$ cat config.mk
export PLATFORM = sky130hd
export DESIGN_NAME = y86_execute_ctrl
export DESIGN_NICKNAME = d
export VERILOG_FILES = /design/src/rtl/y86_execute_ctrl.sv
export SDC_FILE = /design/constraint.sdc
export NUM_CORES = 1
export LEC_CHECK = 0
export CAP_MARGIN = 20
export CORE_AREA = 4 4 183 185
export DETAILED_ROUTE_END_ITERATION = 12
export DIE_AREA = 0 0 187 189
export HOLD_SLACK_MARGIN = 0.15
export PLACE_DENSITY_LB_ADDON = 0.08
export SYNTH_ARGS = -nofsm -noshare
export SYNTH_HDL_FRONTEND = slang
export SYNTH_SLANG_ARGS = --single-unit
$ cat constraint.sdc
create_clock -name clk -period 2.05 [get_ports clk]
set_input_delay 0.41 -clock clk [delete_from_list [all_inputs] [get_ports clk]]
set_output_delay 0.41 -clock clk [all_outputs]
set_load 0.1 [all_outputs]
$ cat src/rtl/y86_execute_ctrl.sv
// Y86 execute-stage controller. Drives an external ALU from icode/ifun, owns the {ZF,SF,OF}
// condition codes, evaluates branch/cmov conditions and holds one result for the memory stage.
package y86_execute_ctrl_pkg;
  localparam logic [3:0] I_HALT   = 4'h0;
  localparam logic [3:0] I_NOP    = 4'h1;
  localparam logic [3:0] I_RRMOVQ = 4'h2;
  localparam logic [3:0] I_IRMOVQ = 4'h3;
  localparam logic [3:0] I_RMMOVQ = 4'h4;
  localparam logic [3:0] I_MRMOVQ = 4'h5;
  localparam logic [3:0] I_OPQ    = 4'h6;
  localparam logic [3:0] I_JXX    = 4'h7;
  localparam logic [3:0] I_CALL   = 4'h8;
  localparam logic [3:0] I_RET    = 4'h9;
  localparam logic [3:0] I_PUSHQ  = 4'hA;
  localparam logic [3:0] I_POPQ   = 4'hB;

  typedef enum logic [2:0] {
    STAT_AOK = 3'd1,
    STAT_HLT = 3'd2,
    STAT_INS = 3'd4
  } stat_e;

  typedef enum logic [1:0] {
    ALU_ADD = 2'b00,
    ALU_SUB = 2'b01,
    ALU_AND = 2'b10,
    ALU_XOR = 2'b11
  } alu_op_e;

  typedef struct packed {
    logic zf;
    logic sf;
    logic of;
  } cc_t;
endpackage

module y86_execute_ctrl
  import y86_execute_ctrl_pkg::*;
#(
  parameter int WIDTH = 64
) (
  input  logic             clk,
  input  logic             rst_n,
  input  logic             in_valid,
  output logic             in_ready,
  input  logic [3:0]       icode,
  input  logic [3:0]       ifun,
  input  logic [WIDTH-1:0] valA,
  input  logic [WIDTH-1:0] valB,
  input  logic [WIDTH-1:0] valC,
  output logic [1:0]       alu_control,
  output logic [WIDTH-1:0] alu_a,
  output logic [WIDTH-1:0] alu_b,
  input  logic [WIDTH-1:0] alu_ans,
  input  logic             alu_overflow,
  output logic             out_valid,
  input  logic             out_ready,
  output logic [WIDTH-1:0] valE,
  output logic             cnd,
  output logic [3:0]       icode_out,
  output logic [2:0]       stat,
  output logic [2:0]       cc,
  output logic             halted
);

  localparam logic [WIDTH-1:0] C_PLUS8  = WIDTH'(8);
  localparam logic [WIDTH-1:0] C_MINUS8 = '0 - C_PLUS8;

  logic             r_out_valid;
  logic [WIDTH-1:0] r_valE;
  logic             r_cnd;
  logic [3:0]       r_icode_out;
  stat_e            r_stat;
  cc_t              r_cc;
  logic             r_halted;

  logic [WIDTH-1:0] w_op_a;     // Y86 aluA
  logic [WIDTH-1:0] w_op_b;     // Y86 aluB
  logic             w_is_cond;
  logic             w_ifun_bad;
  alu_op_e          w_alu_op;
  stat_e            w_stat;
  logic             w_cnd;
  logic             w_accept;
  logic             w_cc_we;

  function automatic logic cond_eval(input logic [2:0] fn, input cc_t c);
    logic lt;
    lt = c.sf ^ c.of;
    case (fn)
      3'd0:    return 1'b1;
      3'd1:    return lt | c.zf;
      3'd2:    return lt;
      3'd3:    return c.zf;
      3'd4:    return !c.zf;
      3'd5:    return !lt;
      3'd6:    return !lt && !c.zf;
      default: return 1'b0;
    endcase
  endfunction

  // NOTE: every combinational output gets a default before the case, so no path infers a latch.
  always_comb begin
    w_op_a     = '0;
    w_op_b     = '0;
    w_is_cond  = 1'b0;
    w_ifun_bad = 1'b0;
    case (icode)
      I_RRMOVQ: begin
        w_op_a     = valA;
        w_is_cond  = 1'b1;
        w_ifun_bad = (ifun > 4'd6);
      end
      I_IRMOVQ: w_op_a = valC;
      I_RMMOVQ, I_MRMOVQ: begin
        w_op_a = valC;
        w_op_b = valB;
      end
      I_OPQ: begin
        w_op_a     = valA;
        w_op_b     = valB;
        w_ifun_bad = (ifun > 4'd3);
      end
      I_JXX: begin
        w_is_cond  = 1'b1;
        w_ifun_bad = (ifun > 4'd6);
      end
      I_CALL, I_PUSHQ: begin
        w_op_a = C_MINUS8;
        w_op_b = valB;
      end
      I_RET, I_POPQ: begin
        w_op_a = C_PLUS8;
        w_op_b = valB;
      end
      default: ;
    endcase
  end

  always_comb begin
    if (icode == I_HALT)                      w_stat = STAT_HLT;
    else if ((icode > I_POPQ) || w_ifun_bad)  w_stat = STAT_INS;
    else                                      w_stat = STAT_AOK;
  end

  // The ALU computes alu_a OP alu_b, so Y86's "aluB OP aluA" swaps the operands here.
  assign w_alu_op    = (icode == I_OPQ) ? alu_op_e'(ifun[1:0]) : ALU_ADD;
  assign alu_control = w_alu_op;
  assign alu_a       = w_op_b;
  assign alu_b       = w_op_a;

  assign w_cnd    = w_is_cond && !w_ifun_bad && cond_eval(ifun[2:0], r_cc);
  assign in_ready = !r_halted && (!r_out_valid || out_ready);
  assign w_accept = in_valid && in_ready;
  assign w_cc_we  = w_accept && (icode == I_OPQ) && !w_ifun_bad;

  // NOTE: non-blocking assignments so every register samples pre-edge values; cnd above
  // therefore sees the old CC even when the same instruction rewrites it.
  always_ff @(posedge clk or negedge rst_n) begin
    if (!rst_n) begin
      r_out_valid <= 1'b0;
      r_valE      <= '0;
      r_cnd       <= 1'b0;
      r_icode_out <= I_HALT;
      r_stat      <= STAT_AOK;
      r_cc        <= cc_t'{zf: 1'b1, sf: 1'b0, of: 1'b0};
      r_halted    <= 1'b0;
    end else begin
      if (w_accept) begin
        r_out_valid <= 1'b1;
        r_valE      <= alu_ans;
        r_cnd       <= w_cnd;
        r_icode_out <= icode;
        r_stat      <= w_stat;
      end else if (out_ready) begin
        r_out_valid <= 1'b0;
      end
      if (w_cc_we) begin
        r_cc <= cc_t'{zf: (alu_ans == '0), sf: alu_ans[WIDTH-1], of: alu_overflow};
      end
      if (w_accept && (w_stat != STAT_AOK)) begin
        r_halted <= 1'b1;
      end
    end
  end

  assign out_valid = r_out_valid;
  assign valE      = r_valE;
  assign cnd       = r_cnd;
  assign icode_out = r_icode_out;
  assign stat      = r_stat;
  assign cc        = r_cc;
  assign halted    = r_halted;

endmodule

## Yosys cells after proc, flatten, opt, wreduce, memory -nomap -nowiden

Cells that the tools add are included.

- Flip-flop bits (word level): 77
- Input port bits: 269
- Output and inout bits: 208
- Word-level logic and storage cells: 66

- $lt $le $gt $ge: 3
- Equality and inequality tests: 17
- Mux-type cells: 10
- Bitwise logic cells: 2
- Reduce and logical (&&, ||, !) cells: 25

Operators by type and width:

| cell | count |
|---|---|
| case mux 64 bit (4 select lines) | 1 |
| zero test 64 bit | 1 |
| two-way mux 64 bit | 1 |
| == test 4 x 3 -> 1 bit, second input constant | 4 |
| == test 4 bit, second input constant | 4 |
| == test 3 bit, second input constant | 3 |
| == test 4 x 2 -> 1 bit, second input constant | 2 |
| logical AND 1 bit | 8 |
| OR reduction 2 bit | 4 |
| case mux 1 bit (7 select lines) | 1 |
| OR reduction 7 bit | 1 |
| == test 3 x 2 -> 1 bit, second input constant | 2 |
| two-way mux 3 bit | 2 |
| zero test 1 bit | 5 |
| greater-than comparator 4 x 2 -> 1 bit, second input constant | 1 |
| greater-than comparator 4 x 3 -> 1 bit, second input constant | 1 |
| greater-than comparator 4 bit, second input constant | 1 |
| zero test 4 bit | 1 |
| == test 3 x 1 -> 1 bit, second input constant | 1 |
| zero test 3 bit | 1 |
| two-way mux 1 bit | 3 |
| inequality test 3 x 1 -> 1 bit, second input constant | 1 |
| OR reduction 3 bit | 1 |
| logical OR 1 bit | 2 |
| 5 further kinds | 5 |

## Logic depth before layout (Yosys ltp)

- Depth in word-level cells: 8
- Depth in mapped cells: 6
- Depth with buffers taken out: 4

## Least setup slack after synthesis

OpenSTA, ideal clock, no wires.

- Path type: input to output
- Start: in icode[3]
- End: out alu_a[10]
- Arrival time: 2.465 ns
- Required time: 1.640 ns
- Setup slack: -0.825 ns
- Cell stages on the path: 5
- Path buffers: 2
- Path through: buf_2 > a211oi_1 > a21oi_2 > buf_2 > nor2b_1

- Cells in the longest elaborated chain, start to end: 3
- Elaborated cells between the ends (all ways): 9
- Classes of those cells: 7 x eq/ne; 1 x mux; 1 x reduce/logical

Ends and longest elaborated chain:

| item | RTL line | source |
|---|---|---|
| start: declaration | 46 | `input logic [3:0] icode,` |
| == test 4 x 3 -> 1 bit or == test 4 bit (tied branches) | 108 | `case (icode)` |
| OR reduction 7 bit (no source line) (*) | n/a |  |
| two-way mux 64 bit (*) | 108 |  |
| end: declaration | 52 | `output logic [WIDTH-1:0] alu_a,` |

Every way passes the cells marked *; elsewhere a longest branch is shown, timed or not.

## Final worst setup path

- Start: in icode[1]
- End: out alu_b[28]

- Cells in the longest elaborated chain, start to end: 3
- Elaborated cells between the ends (all ways): 14
- Classes of those cells: 9 x eq/ne; 1 x mux; 4 x reduce/logical

Ends and longest elaborated chain:

| item | RTL line | source |
|---|---|---|
| == test 4 x 3 -> 1 bit (tied with other cells) | 108 |  |
| OR reduction 3 bit (no source line) (tied with other cells) | n/a |  |
| case mux 64 bit (4 select lines) (*) | 108 |  |
| end: declaration | 53 | `output logic [WIDTH-1:0] alu_b,` |

Marked as above.

==> flow_summary.yaml <==
status:
  status: "complete, but fails checks"
  failed_checks: "negative setup slack"
flow_run:
  cap_viol_max_count: 0
global_routing:
  grt_overflow: 0
  grt_pass1_vias: 5964
  grt_max_degree: 49
  antenna_found_initial: 10
  grtUsageTotal_pct: 16.53
  grt_pass1_wl_um: 43820
synthesis:
  synth_area_mm2: 0.004512
  synthSimpleGateAreaFrac_pct: 15.59
  synth_mux_area_share_pct: 17.94
  synth_top_family_by_area: "multiplexers"
  ys_types: 41
  seq_area_frac_synth_pct: 42.76
  synth_xor_area_share_pct: 0.1941
  synth_adder_area_share_pct: 0
  syn_inst: 383
  synth_top_area_cell: "dfrtp_1"
  synth_fp_nets: 652
  synthTopCellsByArea: "dfrtp_1 (42%), mux2_2 (17%), a221o_1 (14%), nor2b_1 (9.0%), buf_6 (3.0%)"
  ys_ff_latch: 77
  syn_avg_cell_area_um2: 11.78
  synth_top_area_share_pct: 41.60
  synth_compound_area_share_pct: 17.19
  yosysWarnings: 0
sta:
  final.min_clock_period_ns: 2.134
  max_freq_ghz: 0.4686
  final-setup-viol-count: 101
  worst_clock_skew_ns: 0.006228
  rsz0062_at_grt: "true"
  slew_viol_final: 0
  holdWs_ns: 0.4344
  fin_ws_ns: -0.08423
  hold_viol: 0
  fin_crit_sh_pct: 104.1
  slew_headroom_pct: 71.73
  tightest_slew_ns: 0.4231
layout:
  area_growth_pct: 180.0
  layout_common_cells: "clkdlybuf4s50_1 (263), buf_12 (145), buf_4 (119), dfrtp_1 (73), mux2_2 (69)"
  fin_util_pct: 39.43
  nFillCells: 3033
  drive_above_1_share_pct: 57.50
  layout.cells.non_filler: 1326
  final_common_cell: "clkdlybuf4s50_1"
  nNetsFinal: 1177
floorplan:
  fp.coreArea_mm2: 0.03204
  initial_core_util_pct: 14.08
  die_area_mm2: 0.03534
  dieHeight_um: 189
  num_rows: 66
  die_w_um: 187
  ios: 477
route:
  drt_iter0_drc: 115
  antenna_left: 0
  drt_pass1_iterations: 4
  wl_um: 30960
  via_per_inst: 4.204
  wl_per_cell_um: 23.35
  num_vias: 5575
  drc: 0
clock_network:
  insertion_delay_ns: 0.34
  clockBufferDepth: 2
  cts_tree: "done"
  htree_levels: 3
  cts_buffers: 9
  cts_sinks: 77
  clk_pin_slew_ns: 0.06
  cts_root_buf: "clkbuf_16"
power:
  ir_worst_vdd_v: 0.001276
  power.density_mw_per_mm2: 1135
  leakagePower_uw: 0.005261
placed_design:
  dp.cells: 1285
  dpl.hpwl_um: 25320
  portBuffers: 476
  finalWeightedCongestion: 0.9581
  dp_worst_setup_slack_ns: -0.5827
worst_setup_path:
  critPathKind: "input pin to output port"
  critPathCaptureType: "output port"
  r2r.worst_path.cells: 4
  start_kind: "input pin"
  worstPathArrival_ns: 1.72
  critPathRequiredTime_ns: 1.64
  r2r-end: "cc[0]"
  rrSetupSlack_ns: 0.60
  reg2reg_from: "out_valid"
  path_max_fanout: 9
min_path:
  hold_depth: 3
  worst_hold_path.endpoint: "icode_out[1]"
  worstHoldStart: "icode[1]"
  hold_path.class: "input pin to flip-flop"
## logic make-up after synthesis
kind of cell / count (synthesis)
compound gates: 83
xor+xnor: 1
buf+inv: 42
flops: 77
mux: 72
simple gates: 108
## per-layer routing
metal | global-route usage [%] | wire, um | up-vias
met5 | 0 | 72 | -
met4 | 3.840 | 348 | 10
met3 | 7.688 | 3078 | 30
met2 | 28.60 | 15550 | 271
met1 | 18.66 | 11910 | 2730
li1 | - | - | 2534
## critical path, cell delays in order
cell,delay [ns]
buf_8,0.11
buf_6,0.12
nor3b_4,0.15
buf_6,0.13
buf_6,0.13
buf_12,0.13
a221o_2,0.37
buf_12,0.18
## cell usage after synthesis (all sizes together)
library cell  number
o31a               1
nand4              4
or4                1
a311oi             1
nor4              17
nor3               2
inv                4
a32oi              1
buf               36
a22oi              2
o22ai              1
a221o             61
and3               3
dfrtp             75
clkbuf             2
a21oi              4
and2               1
dfstp              2
xor2               1
a211oi             1
nor2b             66
o21ai              3
a22o               6
nand2              4
mux2i              1
a2111oi            1
nand3              1
mux2              71
a31oi              1
and4b              1
nor3b              1
nand2b             2
nor2               5
## final cells by class
type                       instances  area, um2  area share (%)
antenna                            5      12.51         0.09904
inverter                           4      22.52          0.1783
timing repair buffer             552       6833           54.09
clock buffer                      12      256.5           2.030
sequential                        77       1932           15.29
clock inverter                     4      32.53          0.2575
tap                              408      510.5           4.041
multi-input combinational        264       3034           24.02
## report_power, final
part | total (uW) | switching, uW | internal [uW]
Sequential | 2510 | 362 | 2150
Clock | 1540 | 651 | 891
Combinational | 10300 | 7340 | 2950
Total | 14300 | 8360 | 5980
## registers in the layout, indices dropped and copies added (netlist names)
signal and flops:
valE 64, icode_out 4, cc 3, stat 3, cnd 1, halted 1
out_valid 1
## worst max path at each step
stage              from         to  slack [ns]  cells past startpoint
2_1_floorplan  icode[3]  alu_a[10]       -0.33                      5
3_3_place_gp   icode[2]  alu_b[47]       -0.55                      7
3_5_place_dp   icode[2]  alu_b[47]       -0.58                      7
4_1_cts        icode[1]   alu_b[9]       -0.11                      8
5_1_grt        icode[0]  alu_a[50]       -0.11                      8
6_report       icode[1]  alu_b[28]       -0.08                      8
## per-stage QoR
stage / TNS (ns) / cell area, um2 / power, uW
after floorplan: -12.44 / 5054 / 9583
after global placement: -64.36 / 11730 / 12710
after detailed placement: -66.75 / 11730 / 12760
after CTS: -5.579 / 12560 / 14520
after global routing: -8.501 / 12630 / 14860
final: -4.274 / 12630 / 14340
## timing repair
action / in CTS / in global routing
cloned: 7 / 3
setup buffers: 14 / 1
pin swaps: 16 / 19
resized for setup: 75 / 15
hold buffers: 1 / 0
hold endpoints to repair: 28 / 0
setup endpoints to repair: 133 / 123
Note: power is estimated with default switching activity, not from simulation.
